===== src/rtl/bitstream_101_scan_ctrl.sv =====
// Word-to-serial sequencer for a 101 detector: clears the detector, shifts a word MSB-first,
// drains the detector pipeline and reports the saturating hit count for the word.
module bitstream_101_scan_ctrl #(
    parameter int W     = 8,
    parameter int CW    = 4,
    parameter int DRAIN = 2
) (
    input  logic          iCLK,
    input  logic          iRST,
    input  logic [W-1:0]  iDATA,
    input  logic          iVALID,
    output logic          oREADY,
    output logic          oDET_RST,
    output logic          oDET_IN,
    input  logic          iDET_OUT,
    output logic [CW-1:0] oCOUNT,
    output logic          oDONE,
    output logic          oBUSY,
    output logic [2:0]    oSTATE
);

    // Handshake: a word transfers on a rising edge where iVALID & oREADY are both high;
    // oREADY is high only in IDLE, so iVALID held in any other state is not consumed.

    localparam int BW  = (W > 1) ? $clog2(W) : 1;
    localparam int DCW = $clog2(DRAIN + 1);
    localparam logic [CW-1:0] COUNT_MAX = {CW{1'b1}};

    typedef enum logic [2:0] {
        ST_IDLE  = 3'd0,
        ST_CLR   = 3'd1,
        ST_SHIFT = 3'd2,
        ST_DRAIN = 3'd3,
        ST_DONE  = 3'd4
    } state_t;

    state_t         state;
    state_t         nextState;
    logic [W-1:0]   shiftReg;
    logic [BW-1:0]  bitCtr;
    logic [DCW-1:0] drainCtr;
    logic [CW-1:0]  count;
    logic           hit;

    // Hits arriving once the counter is full are dropped instead of wrapping.
    assign hit = iDET_OUT && (count != COUNT_MAX);

    always_ff @(posedge iCLK) begin
        if (!iRST) begin
            state    <= ST_IDLE;
            shiftReg <= '0;
            bitCtr   <= '0;
            drainCtr <= '0;
            count    <= '0;
        end else begin
            state <= nextState;
            case (state)
                ST_IDLE: begin
                    if (iVALID) begin
                        shiftReg <= iDATA;
                        count    <= '0;
                        bitCtr   <= BW'(W - 1);
                    end
                end
                ST_SHIFT: begin
                    shiftReg <= {shiftReg[W-2:0], 1'b0};
                    bitCtr   <= bitCtr - 1'b1;
                    if (bitCtr == '0) begin
                        drainCtr <= DCW'(DRAIN - 1);
                    end
                    if (hit) begin
                        count <= count + 1'b1;
                    end
                end
                ST_DRAIN: begin
                    drainCtr <= drainCtr - 1'b1;
                    if (hit) begin
                        count <= count + 1'b1;
                    end
                end
                default: begin
                end
            endcase
        end
    end

    always_comb begin
        nextState = state;
        case (state)
            ST_IDLE:  if (iVALID) nextState = ST_CLR;
            ST_CLR:   nextState = ST_SHIFT;
            ST_SHIFT: if (bitCtr == '0) nextState = ST_DRAIN;
            ST_DRAIN: if (drainCtr == '0) nextState = ST_DONE;
            ST_DONE:  nextState = ST_IDLE;
            default:  nextState = ST_IDLE;
        endcase
    end

    // Detector reset follows iRST combinationally so both blocks reset on the same edge.
    assign oDET_RST = iRST & (state != ST_CLR);
    assign oDET_IN  = (state == ST_SHIFT) & shiftReg[W-1];
    assign oREADY   = (state == ST_IDLE);
    assign oBUSY    = (state != ST_IDLE);
    assign oDONE    = (state == ST_DONE) & iRST;
    assign oCOUNT   = count;
    assign oSTATE   = state;

endmodule


===== config.mk =====
export PLATFORM = sky130hd
export DESIGN_NAME = bitstream_101_scan_ctrl
export DESIGN_NICKNAME = d
export VERILOG_FILES = /design/src/rtl/bitstream_101_scan_ctrl.sv
export SDC_FILE = /design/constraint.sdc
export NUM_CORES = 1
export LEC_CHECK = 0
export ABC_AREA = 1
export CAP_MARGIN = 20
export CORE_MARGIN = 4
export CORE_UTILIZATION = 41
export CTS_BUF_LIST = sky130_fd_sc_hd__clkbuf_4 sky130_fd_sc_hd__clkbuf_8
export CTS_CLUSTER_SIZE = 12
export DETAILED_ROUTE_END_ITERATION = 12
export PLACE_DENSITY = 0.75
export SYNTH_ARGS = -nofsm -noshare
export SYNTH_HDL_FRONTEND = slang
export SYNTH_SLANG_ARGS = --single-unit

===== constraint.sdc =====
create_clock -name iCLK -period 1.5 [get_ports iCLK]
set_input_delay 0.15 -clock iCLK [delete_from_list [all_inputs] [get_ports iCLK]]
set_output_delay 0.15 -clock iCLK [all_outputs]
set_load 0.02 [all_outputs]

==> run summary <==
• launching point of the worst reg2reg path: oCOUNT[0]
• Min-Delay Startpoint: iDATA[0]
• post-synthesis register bit count: 20
• wire length of the first global-routing pass: 4020 um
• GRT Util Overall: 0.153
• crit path setup slack, layout: 93.5 ps
• number of top-level design ports: 24
• highest ir drop seen on vdd: 0.603 mV
• later-pin clock latency in the skew report: 300 ps
• # H-tree levels: 1
• Root Buffer: clkbuf_4
• post-route standard cell area excluding fillers: 1330 sq um
• critical path class: reg -> out
• R2R depth: 7
• Pwr Density: 1140 nW/um^2
• hold violation count in the final report: 0
• Syn Area/Cell: 7.14 sq um
• count of distinct cell types in the synthesized netlist: 24
• area added between synthesis and finish: 32.9%
• worst clock skew: 9.38 ps
• post-synth net total: 156
• maximum clock insertion buffer count: 2
• worst hold-check path type: in -> reg
• largest fanout on the critical path: 4
• post-detailed-routing wire length: 2360 um
• final setup violation count: 0
• Largest stage delay, worst path: 350 ps
• hold path cells: 3
• number of cells produced by synthesis: 140
• sequential fraction of the synthesis area: 0.401
• count of unresolved DRC violations after routing: 0
• total number of nets in the final design: 190
• worst setup slack before clock tree synthesis: -234 ps
• clock-pin transition on the worst setup and hold timing paths: 110 ps
• r2r setup slk: 130 ps
• overall power consumption: 1.52 mW
• total of buffers placed on input and output ports: 23
• Final HPWL DP: 1800 um
• Data required, critical path: 1350 ps
• dominant synthesized flop cell: dfxtp_1
• relative slew slack: 0.741
• ant diodes: 0
• Post-synth ARST share: 0
• Std-Cell Rows: 17
• Filler Cells Inserted: 224
• starting density of the core: 0.439
• area fraction of the dominant cell type after synthesis: 0.401
• count of vias placed by the detailed router: 1006
• transition time at the pin with the least slew margin: 388 ps
• unrepaired setup endpoints after global routing: true
• cell taking the most area after synthesis: dfxtp_1
• ratio of routed vias to standard cells: 5.03
• endpoint kind of the worst setup timing path: output port
• maximum number of pins on one net before global-route repair: 17
• die outline width: 57.4 um
• arrival time at the worst endpoint: 1260 ps
• cell area after synthesis: 1000 sq um
• number of maximum-capacitance violations: 0
• warning count from the yosys run: 0
• slowest stage cell, crit path: dfxtp_1
• CP cell instances: inv_2, nand2_2, nor2_4, dlygate4sd2_1
• leak pwr: 0.659 nW
• Antenna Violating Nets Remaining: 0
• number of buffers added by the clock tree synthesis step: 3
• detailed-routing iteration count for the pre-antenna-repair pass: 4
• vertical die dimension: 57.4 um
• highest clock frequency the design can meet: 0.711 GHz
• minimum period implied by the final worst setup slack: 1410 ps
• final cycle utilization of the critical path: 0.938
• placer congestion estimate: 0.832
• initial detailed-routing violation count: 17
• fraction of layout instances using a drive strength above 1: 0.157
• critical path startpoint category: register
• leftover overflow at the end of global routing: 0
• RR Endpoint: oCOUNT[0]
• via count of the first global-routing pass: 950
• outcome: finished, final reports clean
• number of clock sinks seen by CTS: 20
• Core Box Area: 2280 sq um
• number of enable-type register cells in the synthesized netlist: 0
• CTS tree: done
• total count of max-transition violations in the final report: 0
• worst min-delay path endpoint: shiftReg[0]
• post-placement cell area: 1310 sq um
• most area-consuming cells after synthesis: dfxtp_1, nand2_1, inv_1, nand3_1, o211ai_1
• average wire per cell in the routed design: 11.8 um
• DIE AREA: 3290 sq um
• initial antenna violation count: 0
• # hold bufs at CTS: 0
routing by layer:
layer  wire (um)  global-route usage  share of wire  vias up
met3         123              0.0317          0.052        6
met5           0                   0              0        -
met4          52              0.0795          0.022        0
met2        1140               0.256           0.48       25
met1        1040               0.183           0.44      453
li1            -                   -              -      522
cells by family after synthesis:
family,Yosys count,synth area share
buf+inv,28,0.113
fa+ha+maj,4,0.0501
simple gates,61,0.275
flops,20,0.400
compound gates,27,0.161
critical path, delay by kind of cell, from the launching register on:
family / cells / cell delay, ps
buffers and inverters: 2 / 430
DFF: 1 / 350
and+or+nand+nor: 2 / 180
synth_stat cells, types with 2 or more instances:
cell type and number:
nand2_1 29, inv_1 22, dfxtp_1 20, nand3_1 15, a21oi_1 9, nor2_1 8, o211ai_1 7, ha_1 4
o21ai_0 4, inv_2 3, nand2_2 3, o21ai_1 3, a31oi_1 2
state kept, by name (all words and copies together) (netlist names):
register and cells:
bitCtr 3, drainCtr 2, oCOUNT 4, oSTATE 3, shiftReg 8
cell type report:
class	count	area (sq um)	share of cell area
multi-input cells	92	497	0.374
flip-flops and latches	20	405	0.305
repair buffers	31	269	0.202
inverters	26	100	0.0753
well taps	28	35.0	0.0264
clock buffers	3	22.5	0.0169
power breakdown:
| part | internal [mW] | total (mW) | switching (mW) | leakage, nW |
|---|---|---|---|---|
| sequential | 0.617 | 0.678 | 0.0610 | 0.166 |
| combinational | 0.243 | 0.590 | 0.347 | 0.479 |
| clock | 0.0937 | 0.251 | 0.158 | 0.0138 |
| total | 0.953 | 1.52 | 0.566 | 0.659 |
cell usage in the layout, fill, tap and decap left out, drive strengths merged:
cell / instances
nand2: 32
inv: 25
dfxtp: 20
nand3: 15
clkdlybuf4s50: 11
nor2: 10
a21oi: 9
buf: 8
o211ai: 7
dlygate4sd2: 7
o21ai: 7
clkbuf: 6
ha: 4
a31oi: 2
or2: 2
clkinv: 1
nor4: 1
o21a: 1
o2111ai: 1
nand4: 1
clkdlybuf4s15: 1
dlymetal6s2s: 1
repair_timing:
item,4_1_cts,5_1_grt
pin swaps,0,0
gates resized for setup,14,16
setup buffers,0,0
endpoints found under the setup margin,11,13
metrics by stage:
| step | utilization | hold WS [ps] | instances | setup TNS [ps] |
|---|---|---|---|---|
| global route | 0.584 | 481 | 200 | -35.2 |
| global placement | 0.576 | 451 | 197 | -306 |
| floorplan | - | 288 | 140 | 0 |
| CTS | 0.582 | 455 | 200 | -10.5 |
| detailed placement | 0.576 | 465 | 197 | -381 |
| finish | 0.584 | 460 | 200 | 0 |
how the worst max path moves through the flow:
stage | from | to | slack, ps | cells after the start
2_1_floorplan | oSTATE[2] | oDONE | 30 | 2
3_3_place_gp | iRST | oDONE | -170 | 4
3_5_place_dp | iRST | oDONE | -230 | 4
4_1_cts | oSTATE[2] | oDONE | -10 | 3
5_1_grt | oSTATE[2] | oDONE | -30 | 3
6_report | oSTATE[2] | oREADY | 90 | 4
Note: power is estimated with default switching activity, not from simulation.
